===== src/rtl/uc_atualiza_tiros.sv =====
// Shot-memory updater: on each request, sweeps every slot once. Each loaded shot
// moves one cell in its direction, or is freed if the move would leave the board.
module uc_atualiza_tiros #(
    parameter int N_TIROS     = 16,
    parameter int LARGURA_POS = 4,
    parameter int MAX_X       = 15,
    parameter int MAX_Y       = 15,
    localparam int AW         = $clog2(N_TIROS)
) (
    input  logic                   clock,
    input  logic                   reset,
    input  logic                   atualiza_tiros,
    input  logic                   mem_loaded,
    input  logic [LARGURA_POS-1:0] mem_pos_x,
    input  logic [LARGURA_POS-1:0] mem_pos_y,
    input  logic [1:0]             mem_opcode,
    output logic [AW-1:0]          endereco_tiro,
    output logic                   escreve_tiro,
    output logic                   novo_loaded,
    output logic [LARGURA_POS-1:0] novo_pos_x,
    output logic [LARGURA_POS-1:0] novo_pos_y,
    output logic [1:0]             novo_opcode,
    output logic                   tiro_removido,
    output logic                   tiros_atualizados,
    output logic [3:0]             db_estado_atualiza_tiros
);

    typedef enum logic [3:0] {
        INICIAL       = 4'h0,
        ESPERA        = 4'h1,
        ZERA_CONTADOR = 4'h2,
        LE_TIRO       = 4'h3,
        VERIFICA      = 4'h4,
        MOVE_TIRO     = 4'h5,
        REMOVE_TIRO   = 4'h6,
        VERIFICA_FIM  = 4'h7,
        INCREMENTA    = 4'h8,
        SINALIZA      = 4'hA,
        ERRO          = 4'hF
    } estado_t;

    localparam logic [AW-1:0]          ULTIMO = AW'(N_TIROS - 1);
    localparam logic [LARGURA_POS-1:0] LIM_X  = LARGURA_POS'(MAX_X);
    localparam logic [LARGURA_POS-1:0] LIM_Y  = LARGURA_POS'(MAX_Y);

    estado_t                estado_q, estado_d;
    logic [AW-1:0]          endereco_q, endereco_d;
    logic                   loaded_q, loaded_d;
    logic                   fora_q, fora_d;
    logic [LARGURA_POS-1:0] prox_x_q, prox_x_d;
    logic [LARGURA_POS-1:0] prox_y_q, prox_y_d;
    logic [1:0]             opcode_q, opcode_d;
    logic                   escreve_q, escreve_d;
    logic                   novo_loaded_q, novo_loaded_d;
    logic [LARGURA_POS-1:0] novo_x_q, novo_x_d;
    logic [LARGURA_POS-1:0] novo_y_q, novo_y_d;
    logic [1:0]             novo_op_q, novo_op_d;
    logic                   removido_q, removido_d;
    logic                   atualizados_q, atualizados_d;

    // Next-position and out-of-bounds evaluation of the slot currently addressed.
    logic [LARGURA_POS-1:0] calc_x, calc_y;
    logic                   calc_fora;

    always_comb begin
        calc_x    = mem_pos_x;
        calc_y    = mem_pos_y;
        calc_fora = 1'b0;
        case (mem_opcode)
            2'b00: if (mem_pos_y == '0)    calc_fora = 1'b1; else calc_y = mem_pos_y - 1'b1;
            2'b01: if (mem_pos_y == LIM_Y) calc_fora = 1'b1; else calc_y = mem_pos_y + 1'b1;
            2'b10: if (mem_pos_x == '0)    calc_fora = 1'b1; else calc_x = mem_pos_x - 1'b1;
            default: if (mem_pos_x == LIM_X) calc_fora = 1'b1; else calc_x = mem_pos_x + 1'b1;
        endcase
    end

    always_comb begin
        estado_d   = estado_q;
        endereco_d = endereco_q;
        loaded_d   = loaded_q;
        fora_d     = fora_q;
        prox_x_d   = prox_x_q;
        prox_y_d   = prox_y_q;
        opcode_d   = opcode_q;
        case (estado_q)
            INICIAL:       estado_d = ESPERA;
            ESPERA:        if (atualiza_tiros) estado_d = ZERA_CONTADOR;
            ZERA_CONTADOR: begin
                endereco_d = '0;
                estado_d   = LE_TIRO;
            end
            LE_TIRO: begin
                loaded_d = mem_loaded;
                fora_d   = calc_fora;
                prox_x_d = calc_x;
                prox_y_d = calc_y;
                opcode_d = mem_opcode;
                estado_d = VERIFICA;
            end
            VERIFICA: begin
                if (!loaded_q)   estado_d = VERIFICA_FIM;
                else if (fora_q) estado_d = REMOVE_TIRO;
                else             estado_d = MOVE_TIRO;
            end
            MOVE_TIRO:     estado_d = VERIFICA_FIM;
            REMOVE_TIRO:   estado_d = VERIFICA_FIM;
            VERIFICA_FIM:  estado_d = (endereco_q == ULTIMO) ? SINALIZA : INCREMENTA;
            INCREMENTA: begin
                endereco_d = endereco_q + 1'b1;
                estado_d   = LE_TIRO;
            end
            SINALIZA:      estado_d = ESPERA;
            ERRO:          estado_d = INICIAL;
            default:       estado_d = ERRO;
        endcase
    end

    // Outputs are decoded from the next state so they register in step with it.
    always_comb begin
        escreve_d     = (estado_d == MOVE_TIRO) || (estado_d == REMOVE_TIRO);
        novo_loaded_d = (estado_d == MOVE_TIRO);
        novo_x_d      = (estado_d == MOVE_TIRO) ? prox_x_q : '0;
        novo_y_d      = (estado_d == MOVE_TIRO) ? prox_y_q : '0;
        novo_op_d     = (estado_d == MOVE_TIRO) ? opcode_q : 2'b00;
        removido_d    = (estado_d == REMOVE_TIRO);
        atualizados_d = (estado_d == SINALIZA);
    end

    always_ff @(posedge clock) begin
        if (reset) begin
            estado_q      <= INICIAL;
            endereco_q    <= '0;
            loaded_q      <= 1'b0;
            fora_q        <= 1'b0;
            prox_x_q      <= '0;
            prox_y_q      <= '0;
            opcode_q      <= 2'b00;
            escreve_q     <= 1'b0;
            novo_loaded_q <= 1'b0;
            novo_x_q      <= '0;
            novo_y_q      <= '0;
            novo_op_q     <= 2'b00;
            removido_q    <= 1'b0;
            atualizados_q <= 1'b0;
        end else begin
            estado_q      <= estado_d;
            endereco_q    <= endereco_d;
            loaded_q      <= loaded_d;
            fora_q        <= fora_d;
            prox_x_q      <= prox_x_d;
            prox_y_q      <= prox_y_d;
            opcode_q      <= opcode_d;
            escreve_q     <= escreve_d;
            novo_loaded_q <= novo_loaded_d;
            novo_x_q      <= novo_x_d;
            novo_y_q      <= novo_y_d;
            novo_op_q     <= novo_op_d;
            removido_q    <= removido_d;
            atualizados_q <= atualizados_d;
        end
    end

    assign endereco_tiro            = endereco_q;
    assign escreve_tiro             = escreve_q;
    assign novo_loaded              = novo_loaded_q;
    assign novo_pos_x               = novo_x_q;
    assign novo_pos_y               = novo_y_q;
    assign novo_opcode              = novo_op_q;
    assign tiro_removido            = removido_q;
    assign tiros_atualizados        = atualizados_q;
    assign db_estado_atualiza_tiros = estado_q;

endmodule

===== config.mk =====
export PLATFORM = sky130hd
export DESIGN_NAME = uc_atualiza_tiros
export DESIGN_NICKNAME = d
export VERILOG_FILES = /design/src/rtl/uc_atualiza_tiros.sv
export SDC_FILE = /design/constraint.sdc
export NUM_CORES = 1
export LEC_CHECK = 0
export ABC_CLOCK_PERIOD_IN_PS = 1600
export BUFFER_PORTS_ARGS = -buffer_cell sky130_fd_sc_hd__buf_2
export CAP_MARGIN = 20
export CORE_MARGIN = 8
export CORE_UTILIZATION = 25
export DETAILED_ROUTE_END_ITERATION = 8
export GPL_ROUTABILITY_DRIVEN = 0
export SKIP_CTS_REPAIR_TIMING = 1
export SLEW_MARGIN = 20
export SYNTH_ARGS = -nofsm -noshare
export SYNTH_HDL_FRONTEND = slang
export SYNTH_SLANG_ARGS = --single-unit

===== constraint.sdc =====
create_clock -name clock -period 1.6 [get_ports clock]
set_input_delay 0.24 -clock clock [delete_from_list [all_inputs] [get_ports clock]]
set_output_delay 0.24 -clock clock [all_outputs]
set_load 0.01 [all_outputs]

==> key figures, run 1 <==
Run status
  – Status: finished clean

Power
  – Cell Pwr Density: 883 nW/um2
  – Tot Pwr: between 2 and 2.5 mW
  – Leakage power: about 1.1 nW
  – Maximum resistive drop on vdd: 318 uV

Route
  – Number of detailed-route iterations in the first pass: 4
  – Average wire per cell in the routed design: roughly 12 um
  – Via count: 1,720
  – Number of remaining DRC errors: 0
  – Number of antenna-violating nets in the routed design: 0
  – Number of DRC violations after detailed-routing iteration 0: 81
  – Total wirelength of the detailed-routed design: 4480 um
  – Vias/cell: between 4 and 5

Timing
  – Worst slew margin: 79.4%
  – Maximum clock skew at final layout: roughly 0.01 ns
  – Slew Viols, Final: 0
  – Setup repair after global routing missed its margin: yes
  – Count of final setup violators: 0
  – Highest Clock Rate: around 0.63 GHz
  – Period Utilization, post-route: around 100%
  – Final Hold Vio Count: 0
  – Final critical delay including setup and external delays: 1.59 ns
  – Transition time at the pin with the least slew margin: between 0.3 and 0.4 ns

Yosys
  – Top-count cell post-synth: dfxtp_1
  – Cell types occupying the most area after synthesis: dfxtp_1, a21oi_1, nand2_1
  – Syn. warnings: 0
  – Synth top cells by count: dfxtp_1, nand2_1, nor2_1, a21oi_1, and2_1
  – Mean post-synth cell area: slightly above 8 um2
  – Count of flip-flops with a built-in enable after synthesis: 0
  – Total of flip-flops plus latches after synthesis: 34
  – Yosys cell types: 50
  – Sequential fraction of the synthesis area: approximately two fifths
  – Cell type contributing the most total cell area after synthesis: dfxtp_1
  – Ys async rst share: 0%
  – Area share of the largest cell type after synthesis: about two fifths
  – Predominant post-synthesis flop cell: dfxtp_1
  – Cells after synthesis: between 200 and 250
  – Net Count, Synth: around 230
  – Area of the mapped netlist: approximately 1700 um2

CTS
  – Number of buffers created by CTS: 5
  – Clock Latency Late Sink: about 0.29 ns
  – TritonCTS clock tree: done
  – Buffer type at the clock tree root: clkbuf_8
  – Buffer depth of the longest clock path: 2
  – H-tree depth: 2
  – Clock-pin slew reported for the worst setup and hold paths after clock tree synthesis: ~0.07 ns
  – Total clock sinks: 34

Setup path
  – Worst r2r src: db_estado_atualiza_tiros[3]
  – Kind of critical path: flop to flop
  – CP arrival: 1.82 ns
  – CP required: roughly 1.8 ns
  – Critical Path Start Type: flop
  – Worst reg2reg setup slack: roughly 0.013 ns
  – CP Max Fanout: 8
  – Endpoint of the most critical register-to-register path: novo_pos_y[2]
  – Number of cells on the worst reg-to-reg path: 6
  – Crit. End Element: flop

Cells and area
  – Final core utilization: between 30% and 40%
  – Area Growth Syn to Fin: 42.5%
  – Number of nets in the final layout: 302
  – Diodes inserted: 0
  – Number of inserted filler cells in the final layout: ~700
  – Share of post-route cells with drive strength above 1: between 30% and 40%

Die
  – Num ports: 36
  – Total Die Area: approximately 10000 um2
  – Die H: about 99 um
  – Die W: ~100 um
  – # rows: 30
  – Initial standard-cell utilization of the core: between 20% and 30%
  – Standard cell core area: around 6700 um2

Worst hold path
  – Hold Path Origin: mem_loaded
  – Worst Hold Path Cells: 3
  – Path type of the worst min-delay path: input port to flop
  – Worst min-delay path endpoint: loaded_q

Global route
  – Pin count of the biggest net entering global routing: 22
  – Overflow after GRT: 0
  – Global-route wire length before repair: approximately 7200 um
  – Vias in the first global route: roughly 1,500
  – Number of antenna violations at the first check in global routing: 0
  – Total Routing Usage GR: approximately 9%

Placement
  – Detailed placer's ending HPWL: between 3000 and 4000 um
  – Port Buffers: 35

Flow run
  – Max-capacitance violation count: 0
==> critical path, stage by stage, from the launching register on <==
cell and delay [ns]:
dfxtp_4 0.37, buf_6 0.13, a211o_1 0.27, a211oi_2 0.20
and4bb_2 0.31, buf_6 0.12, and2_4 0.12
==> sequential cells by signal (all words and copies together), names as in the netlist <==
signal,flops
tiros_atualizados,1
fora_q,1
endereco_tiro,4
db_estado_atualiza_tiros,4
novo_opcode,2
tiro_removido,1
novo_pos_x,4
loaded_q,1
escreve_tiro,1
prox_x_q,4
opcode_q,2
novo_pos_y,4
prox_y_q,4
novo_loaded,1
==> layout by cell type (no fill, tap or decap), types with 2 or more instances in the layout <==
cell | Yosys | routed
a211oi_1 | 4 | 4
a21o_1 | 3 | 3
a21oi_1 | 18 | 18
a22o_1 | 2 | 2
a31oi_1 | 2 | 2
and2_1 | 12 | 11
buf_2 | 2 | 35
buf_4 | 1 | 38
buf_6 | 1 | 4
bufinv_16 | 0 | 2
clkbuf_8 | 0 | 5
dfxtp_1 | 34 | 29
dfxtp_2 | 0 | 2
dfxtp_4 | 0 | 3
ha_1 | 5 | 5
inv_1 | 7 | 7
nand2_1 | 22 | 22
nand2b_1 | 5 | 4
nand3_1 | 7 | 7
nand3b_1 | 3 | 3
nand4_1 | 2 | 2
nor2_1 | 21 | 19
nor2_2 | 0 | 2
nor2b_1 | 3 | 3
nor3_1 | 6 | 5
nor3b_1 | 4 | 4
o21a_1 | 2 | 2
o21ai_0 | 6 | 5
o21ai_1 | 3 | 4
xnor2_1 | 4 | 4
==> metrics by stage <==
step | setup slack, ns | std cells | hold WS (ns) | cell area (um2) | setup TNS, ns
6_report | 0.0128 | 364 | 0.203 | 2450 | 0
5_1_grt | -0.0603 | 364 | 0.196 | 2450 | -0.611
4_1_cts | -0.0611 | 356 | 0.191 | 2330 | -0.479
3_5_place_dp | -0.0994 | 348 | 0.440 | 2190 | -0.356
3_3_place_gp | -0.0585 | 348 | 0.437 | 2190 | -0.176
2_1_floorplan | -0.0509 | 212 | 0.376 | 1730 | -0.455
==> layout make-up <==
| cell class | count | area [um2] | area share [%] |
|---|---|---|---|
| Multi-Input combinational cell | 158 | 987 | 40.3 |
| Clock inverter | 3 | 68.8 | 2.81 |
| Inverter | 7 | 26.3 | 1.07 |
| Sequential cell | 34 | 694 | 28.3 |
| Timing Repair Buffer | 77 | 505 | 20.6 |
| Clock buffer | 5 | 68.8 | 2.81 |
| Tap cell | 80 | 100 | 4.08 |
==> metal layers <==
layer  GRT usage [%]  vias to the layer above  routed length, um
met3            3.03                        6                309
met4            4.96                        0                 91
met2            13.7                       34               2020
met1            11.0                      797               2060
li1                -                      883                  -
met5               0                        -                  0
==> cell families after synthesis <==
kind of cell	Yosys count	synth area share [%]
compound gates	56	21.2
flops	34	39.6
simple gates	91	27.2
fa+ha+maj	5	3.64
buf+inv	20	5.24
mux	1	0.582
xor+xnor	5	2.55
==> worst max-delay path by stage <==
| stage | start | endpoint | slack, ns | cells after the start |
|---|---|---|---|---|
| floorplan | db_estado_atualiza_tiros[1] | novo_opcode[0] | -0.05 | 7 |
| global placement | mem_pos_x[0] | prox_x_q[0] | -0.06 | 8 |
| detailed placement | mem_pos_x[0] | prox_x_q[0] | -0.1 | 8 |
| CTS | db_estado_atualiza_tiros[2] | novo_pos_y[2] | -0.06 | 6 |
| global route | db_estado_atualiza_tiros[1] | novo_pos_y[3] | -0.06 | 6 |
| finish | db_estado_atualiza_tiros[3] | novo_pos_y[2] | 0.01 | 6 |
==> power breakdown <==
group / internal (mW) / switching, mW
sequential: 0.865 / 0.0175
clock: 0.624 / 0.327
combinational: 0.163 / 0.168
total: 1.65 / 0.513
Power figures use the tool's default switching activity.
==> run 2, diff against run 1 <==
--- a/config.mk
+++ b/config.mk
@@ -8,6 +8,7 @@
 export ABC_CLOCK_PERIOD_IN_PS = 1600
 export BUFFER_PORTS_ARGS = -buffer_cell sky130_fd_sc_hd__buf_2
 export CAP_MARGIN = 20
+export CORE_ASPECT_RATIO = 0.6
 export CORE_MARGIN = 8
 export CORE_UTILIZATION = 25
 export DETAILED_ROUTE_END_ITERATION = 8
==> key figures, run 2 (synthesis gave the netlist of run 1 again) <==
Power
  – Maximum resistive drop on vdd: roughly 460 uV
  – Tot Pwr: between 2 and 2.5 mW
  – Cell Pwr Density: between 800 and 900 nW/um2
  – Leakage power: ~1.1 nW

Setup path
  – CP required: roughly 1.8 ns
  – Start point of the critical path: db_estado_atualiza_tiros[2]
  – Kind of critical path: flop to flop
  – Worst reg2reg setup slack: 0.05 ns
  – Worst r2r src: db_estado_atualiza_tiros[2]
  – Number of cells on the worst reg-to-reg path: 6
  – Endpoint of the most critical register-to-register path: novo_pos_y[1]
  – CP Max Fanout: 12
  – Critical Path Start Type: flop
  – Crit. End Element: flop
  – CP arrival: approximately 1.8 ns

Timing
  – Final TNS setup: 0 ns
  – Final Hold Vio Count: 0
  – Final critical delay including setup and external delays: around 1.5 ns
  – Maximum clock skew at final layout: 0.00317 ns
  – Post-layout worst setup margin: around 0.05 ns
  – Transition time at the pin with the least slew margin: roughly 0.33 ns
  – Slew Viols, Final: 0
  – Highest Clock Rate: 0.645 GHz
  – Worst slew margin: 78.0%
  – Period Utilization, post-route: 96.9%
  – Setup repair after global routing missed its margin: yes
  – Count of final setup violators: 0

Die
  – Die H: between 80 and 90 um
  – Total Die Area: 9880 um2
  – Die W: 123 um
  – # rows: 23
  – Num ports: 36
  – Initial standard-cell utilization of the core: 25.8%
  – Standard cell core area: 6680 um2

Placement
  – Port Buffers: 35
  – Setup WS pre-CTS: -0.0764 ns
  – Detailed placer's ending HPWL: ~3500 um

Route
  – Average wire per cell in the routed design: roughly 13 um
  – Number of remaining DRC errors: 0
  – Number of DRC violations after detailed-routing iteration 0: a little over 70
  – Vias/cell: between 4 and 5
  – Via count: about 1,700
  – Number of detailed-route iterations in the first pass: 4
  – Total wirelength of the detailed-routed design: roughly 4700 um
  – Number of antenna-violating nets in the routed design: 0

CTS
  – Buffer type at the clock tree root: clkbuf_16
  – Total clock sinks: 34
  – Clock-pin slew reported for the worst setup and hold paths after clock tree synthesis: ~0.050 ns
  – Number of buffers created by CTS: 5
  – H-tree depth: 2
  – Clock Latency Late Sink: approximately 0.27 ns
  – Buffer depth of the longest clock path: 2
  – TritonCTS clock tree: done

Cells and area
  – Share of post-route cells with drive strength above 1: around a third
  – Area Growth Syn to Fin: 42.1%
  – Commonest non-fill, non-tap cell in the layout: buf_4
  – Diodes inserted: 0
  – Most frequent cells in the layout: buf_4, buf_2, dfxtp_1
  – Number of nets in the final layout: approximately 300

Global route
  – Vias in the first global route: 1,530
  – Global-route wire length before repair: 7320 um
  – Number of antenna violations at the first check in global routing: 0
  – Pin count of the biggest net entering global routing: 14
  – Overflow after GRT: 0
  – Total Routing Usage GR: a little under a tenth

Worst hold path
  – Worst min-delay path endpoint: loaded_q
  – Worst Hold Path Cells: 3
  – Hold Path Origin: mem_loaded
  – Path type of the worst min-delay path: input port to flop

Flow run
  – Max-capacitance violation count: 0

Run status
  – Status: finished clean
==> run 2: per-stage QoR <==
stage          std cells  cell area (um2)  hold WS, ns  util (%)
5_1_grt              370             2440        0.220      36.6
3_3_place_gp         359             2230        0.441      33.4
3_5_place_dp         359             2230        0.443      33.4
4_1_cts              367             2380        0.204      35.6
6_report             370             2440        0.205      36.6
2_1_floorplan        212             1730        0.376         -
==> run 2: report_power, final <==
group / total [mW] / internal (mW) / switching [mW]
combinational: 0.320 / 0.155 / 0.165
clock: 0.954 / 0.615 / 0.339
sequential: 0.885 / 0.867 / 0.0181
total: 2.16 / 1.64 / 0.522
==> run 2: worst max path at each step <==
stage	slack [ns]	endpoint
after global placement	-0.05	novo_pos_y[3]
final	0.05	novo_pos_y[1]
after CTS	-0.06	novo_pos_y[3]
after floorplan	-0.05	novo_opcode[0]
after detailed placement	-0.08	prox_x_q[0]
after global routing	-0.04	novo_pos_x[0]
==> run 2: area by class of cell <==
type / instances / area (um2)
Fill cell: 699 / 4230
Multi-Input combinational cell: 158 / 975
Sequential cell: 34 / 689
Timing Repair Buffer: 76 / 494
Clock buffer: 6 / 139
Tap cell: 87 / 109
Inverter: 7 / 26.3
Clock inverter: 2 / 12.5
==> run 2: worst max-delay path, stage by stage, from the launching register on <==
cell and delay [ns]:
dfxtp_2 0.35, nor2b_1 0.14, a211o_1 0.30, a211oi_2 0.20, and4bb_1 0.23, buf_6 0.14, and2_1 0.14
==> run 2: layer usage <==
layer	wire, um	GRT usage (%)	vias to the layer above
met5	0	0	-
met4	63	3.94	0
met3	327	3.29	5
met2	1770	12.4	35
met1	2520	13.0	778
li1	-	-	889
